$ cat config.mk
export PLATFORM = sky130hd
export DESIGN_NAME = lsu_ctrl
export DESIGN_NICKNAME = d
export VERILOG_FILES = /design/src/rtl/lsu_ctrl.sv
export SDC_FILE = /design/constraint.sdc
export NUM_CORES = 1
export LEC_CHECK = 0
export ABC_CLOCK_PERIOD_IN_PS = 6800
export BUFFER_PORTS_ARGS = -buffer_cell sky130_fd_sc_hd__buf_2
export CAP_MARGIN = 20
export CELL_PAD_IN_SITES_DETAIL_PLACEMENT = 1
export CELL_PAD_IN_SITES_GLOBAL_PLACEMENT = 1
export CORE_UTILIZATION = 36
export DETAILED_ROUTE_END_ITERATION = 8
export GPL_TIMING_DRIVEN = 0
export MAX_ROUTING_LAYER = met4
export PLACE_DENSITY_LB_ADDON = 0.1
export SLEW_MARGIN = 10
export SYNTH_ARGS = -nofsm -noshare
export SYNTH_HDL_FRONTEND = slang
export SYNTH_SLANG_ARGS = --single-unit
$ cat constraint.sdc
create_clock -name clk -period 6.8 [get_ports clk]
set_input_delay 0.34 -clock clk [delete_from_list [all_inputs] [get_ports clk]]
set_output_delay 0.34 -clock clk [all_outputs]
set_load 0.005 [all_outputs]
$ cat src/rtl/lsu_ctrl.sv
// Load/store unit bus sequencer: one memory operation at a time, byte-lane steering and load extension.
// Optional request timeout is compiled in with `define LSU_TIMEOUT_EN (default build: wait forever for mem_ack).
module lsu_ctrl #(
  parameter int unsigned TIMEOUT_CYCLES = 16
) (
  input  logic        clk,
  input  logic        reset,
  input  logic        op_valid,
  input  logic        MemWrite,
  input  logic [2:0]  DMOp,
  input  logic [31:0] addr,
  input  logic [31:0] write_data,
  output logic        stall,
  output logic        load_valid,
  output logic [31:0] load_data,
  output logic [1:0]  err_code,
  output logic        mem_req,
  output logic        mem_we,
  output logic [31:0] mem_addr,
  output logic [3:0]  mem_be,
  output logic [31:0] mem_wdata,
  input  logic        mem_ack,
  input  logic [31:0] mem_rdata
);

  // state | meaning
  // IDLE  | waiting for op_valid; alignment checked here
  // REQ   | bus request outstanding, waiting for mem_ack
  // DONE  | transfer complete; load_valid pulses for loads
  // ERR   | err_code pulses (misaligned or timeout)
  localparam logic [1:0] S_IDLE = 2'd0;
  localparam logic [1:0] S_REQ  = 2'd1;
  localparam logic [1:0] S_DONE = 2'd2;
  localparam logic [1:0] S_ERR  = 2'd3;

  localparam logic [2:0] OP_WORD  = 3'b000;
  localparam logic [2:0] OP_LB    = 3'b001;
  localparam logic [2:0] OP_LH    = 3'b010;
  localparam logic [2:0] OP_SB    = 3'b011;
  localparam logic [2:0] OP_SH    = 3'b100;
  localparam logic [2:0] OP_LBOEZ = 3'b101;

  if (TIMEOUT_CYCLES < 2 || TIMEOUT_CYCLES > 255) begin : g_bad_timeout
    $error("lsu_ctrl: TIMEOUT_CYCLES must be in 2..255");
  end

  logic [1:0]  state;
  logic [2:0]  op_q;
  logic        we_q;
  logic [1:0]  off_q;
  logic [1:0]  err_q;
  logic        misaligned;
  logic [3:0]  be_calc;
  logic [31:0] wdata_calc;
  logic [7:0]  sel_byte;
  logic [15:0] sel_half;
  logic [31:0] ext_data;

`ifdef LSU_TIMEOUT_EN
  logic [7:0] to_cnt;
`endif

  always_comb begin
    misaligned = 1'b0;
    case (DMOp)
      OP_LH, OP_SH:            misaligned = addr[0];
      OP_LB, OP_SB, OP_LBOEZ:  misaligned = 1'b0;
      default:                 misaligned = |addr[1:0];
    endcase
  end

  // Loads always fetch the whole word; lane selection happens on return.
  always_comb begin
    be_calc    = 4'b1111;
    wdata_calc = write_data;
    if (MemWrite) begin
      case (DMOp)
        OP_SB: begin
          be_calc    = 4'b0001 << addr[1:0];
          wdata_calc = {4{write_data[7:0]}};
        end
        OP_SH: begin
          be_calc    = addr[1] ? 4'b1100 : 4'b0011;
          wdata_calc = {2{write_data[15:0]}};
        end
        default: begin
          be_calc    = 4'b1111;
          wdata_calc = write_data;
        end
      endcase
    end
  end

  always_comb begin
    sel_byte = mem_rdata[{off_q, 3'b000} +: 8];
    sel_half = off_q[1] ? mem_rdata[31:16] : mem_rdata[15:0];
    case (op_q)
      OP_LB:    ext_data = {{24{sel_byte[7]}}, sel_byte};
      OP_LH:    ext_data = {{16{sel_half[15]}}, sel_half};
      OP_LBOEZ: ext_data = ($countones(sel_byte) == 4) ? {{24{sel_byte[7]}}, sel_byte} : 32'h0;
      default:  ext_data = mem_rdata;
    endcase
  end

  always_ff @(posedge clk or negedge reset) begin
    if (!reset) begin
      state     <= S_IDLE;
      op_q      <= OP_WORD;
      we_q      <= 1'b0;
      off_q     <= 2'b00;
      err_q     <= 2'b00;
      mem_addr  <= 32'h0;
      mem_be    <= 4'h0;
      mem_wdata <= 32'h0;
      load_data <= 32'h0;
`ifdef LSU_TIMEOUT_EN
      to_cnt    <= 8'h0;
`endif
    end else begin
      case (state)
        S_IDLE: begin
          if (op_valid) begin
            if (misaligned) begin
              state <= S_ERR;
              err_q <= 2'b01;
            end else begin
              state     <= S_REQ;
              op_q      <= DMOp;
              we_q      <= MemWrite;
              off_q     <= addr[1:0];
              mem_addr  <= {addr[31:2], 2'b00};
              mem_be    <= be_calc;
              mem_wdata <= wdata_calc;
`ifdef LSU_TIMEOUT_EN
              to_cnt    <= 8'h0;
`endif
            end
          end
        end
        S_REQ: begin
          // An ack in the expiry cycle still completes the transfer.
          if (mem_ack) begin
            state <= S_DONE;
            if (!we_q) load_data <= ext_data;
          end
`ifdef LSU_TIMEOUT_EN
          else if (to_cnt == 8'(TIMEOUT_CYCLES - 1)) begin
            state <= S_ERR;
            err_q <= 2'b10;
          end else begin
            to_cnt <= to_cnt + 8'd1;
          end
`endif
        end
        S_DONE:  state <= S_IDLE;
        default: state <= S_IDLE;
      endcase
    end
  end

  assign mem_req    = (state == S_REQ);
  assign mem_we     = (state == S_REQ) && we_q;
  assign load_valid = (state == S_DONE) && !we_q;
  assign err_code   = (state == S_ERR) ? err_q : 2'b00;
  assign stall      = op_valid && (state != S_DONE) && (state != S_ERR);

endmodule

==> run metrics <==
run status=finished, final reports clean; area share of the leading cell type in the synthesized netlist=50.19%; vias per cell=5.134; largest voltage drop on the vdd net=190.5 µV; number of filler instances in the final layout=1,768; warning count from the yosys run=0; remaining number of nets flagged by the antenna check after routing=0; Fin Hold WS=0.1683 ns; router iterations before antenna repair=4; die span in x=123.7 µm; synthesis-stage register bit count=107; cell area after synthesis=5335 µm²; Clock Skews=0.008107 ns; global-route wire length before repair=27.41 mm; antenna violations before repair=2; H-tree depth=3; Hold Violations, Final=0; pwr/cell area=464.8 nW/µm²; routed wire length=17.68 mm; average footprint of a synthesized cell=9.135 µm²; clock latency on the worst-skew pair=0.36 ns; Core Region=14,480 µm²; row count=44; top post-synthesis cells by area=dfrtp_1 (50%), nand2_1 (11%), a21oi_1 (4.6%), mux2i_1 (3.8%), mux4_2 (3.4%); GRT met3 Usage=5.632%; buffers inserted by post-CTS timing repair=0; Layout Area Growth over Synthesis=30.39%; Finished Core Util=48.05%; number of clock sinks=107; critical path fanouts, max=10; pin slew with the least headroom to its limit=0.7091 ns; Critical Path Source Type=flip-flop; worst setup path startpoint=off_q[1]; Wirelength per Cell=17.75 µm; most area-hungry cell type in the Yosys netlist=dfrtp_1; sequential cell area fraction in the yosys report=50.19%; most common library cell in the layout ignoring fill and taps=buf_2; CTS Buf Count=9; Hold Crit Start=addr[22]; standby leakage power=3.555 nW; Worst-path clk slew=0.07 ns; routed vias=5,113; fin. max-slew vios=0; Vert. Die Dim=123.7 µm; number of library cell types mapped by synthesis=43; path category of the worst min-delay check=in2reg; busiest layer in global routing=met2; total DRC errors in the routed layout=0; cell chosen for the clock root=clkbuf_16; NumNets Final=916; grt met2 use=41.11%; quantity of I/O buffers inserted on ports=206; unrepaired setup endpoints after global routing=false; count of final setup violators=0; total I/O pin count=210; buffer depth of the longest clock path=2; commonest non-fill, non-tap cells in the layout=buf_2 (212), nand2_1 (163), dfrtp_1 (107); post-cts resize count=0; initial core utilization=36.85%; final period utilization=80.18%; Detail Placement HPWL=13.74 mm; Max Fclk=183.4 MHz; share of post-route cells with drive strength above 1=32.47%; crit path kind=reg2reg; met1 layer usage reported by global route=27.48%; pin count of the biggest net entering global routing=59; GRT Resource Usage Total=24.47%; critical register-to-register path startpoint=off_q[1]; Worst EP required=7.09 ns; aggregate negative setup slack=0 ns; type of element capturing the critical path=flip-flop; Placer Congestion=0.8986; number of instances in the synthesized netlist=584; data arrival time of the critical path=5.74 ns; post-cts hold buffer count=1; vias in the first global route=5,422; Remaining Overflow, GRT=0; remaining max-slew budget at the tightest pin=52.52%; Max Cap Violations=0; Die Area=15,310 µm²; DR iter-0 viols=184; final critical path time including I/O delays and setup=5.452 ns; CTS tree=built
[state kept, by name, summed over array words and instances, names as in the netlist]
register   count
err_q          1
load_data     32
mem_addr      30
mem_be         4
mem_wdata     32
off_q          2
op_q           3
state          2
we_q           1
[stage by stage]
step	instance area, µm²	setup WS, ns	power (W)	instances
2_1_floorplan	5343	2.014	0.002056	586
3_3_place_gp	6604	1.474	0.002624	976
3_5_place_dp	6638	1.361	0.002717	977
4_1_cts	6952	1.321	0.003286	994
5_1_grt	6957	1.097	0.003533	996
6_report	6957	1.348	0.003233	996
[layout make-up]
type / count / area (µm²) / area share (%)
well taps: 184 / 230.2 / 3.309
clock inverters: 6 / 75.07 / 1.079
repair buffers: 208 / 1075 / 15.45
flip-flops and latches: 107 / 2678 / 38.49
multi-input cells: 424 / 2424 / 34.84
inverters: 11 / 41.29 / 0.5935
diodes: 2 / 5.005 / 0.07194
clock buffers: 10 / 229.0 / 3.291
plain buffers: 44 / 200.2 / 2.878
[critical path, stage by stage, from the launching register on]
cell	delay (ns)
dfrtp_1	0.33
clkbuf_1	0.36
buf_1	0.52
mux4_2	0.45
fa_1	0.56
inv_1	0.06
fa_1	0.53
inv_1	0.05
fa_1	0.53
ha_1	0.19
inv_1	0.06
fa_1	0.48
nand2_1	0.05
or4_4	0.43
o22ai_4	0.26
a22oi_4	0.16
buf_6	0.22
a21oi_2	0.12
[where the power goes]
part	internal, W	total (W)	switching (W)
Combinational	0.000677	0.00158	0.000901
Sequential	0.000939	0.00111	0.000171
Clock	0.000291	0.000544	0.000253
Total	0.00191	0.00323	0.00133
[final timing paths]
kind                            endpoint  slack [ns]  cells past startpoint
hold / removal              mem_addr[22]        0.17                      3
setup / recovery           load_data[27]        1.35                     17
max in group asynchronous   mem_addr[18]        5.65                      3
setup reg to reg           load_data[27]        1.35                     17
hold reg to reg                 err_q[0]        0.46                      1
min in group asynchronous   load_data[4]        0.49                      2
[cells in the mapped netlist (all sizes together)]
cell type / instances
a211oi: 7
a21o: 1
a21oi: 59
a221oi: 6
a22o: 8
a22oi: 1
a31oi: 4
and2: 1
and3: 2
and3b: 1
buf: 19
clkbuf: 25
conb: 1
dfrtp: 107
fa: 4
ha: 3
inv: 11
mux2: 4
mux2i: 20
mux4: 8
nand2: 163
nand2b: 3
nand3: 26
nand3b: 2
nor2: 39
nor2b: 5
nor3: 14
nor3b: 4
o211ai: 1
o21ai: 28
o21bai: 1
o22ai: 1
or2: 1
or3: 3
or4: 1
[metal layers]
layer | part of all wire [%] | vias up
met5 | 0 | -
met4 | 3.4 | 0
met3 | 6.9 | 40
met2 | 49 | 173
met1 | 40 | 2485
li1 | - | 2415
[kinds of logic after synthesis]
kind of cell	share of synthesized area (%)
flops	50.19
other cells	0.07029
mux	7.974
compound gates	13.81
simple gates	21.22
buf+inv	4.526
fa+ha+maj	2.205
(Power assumes the default switching activity.)
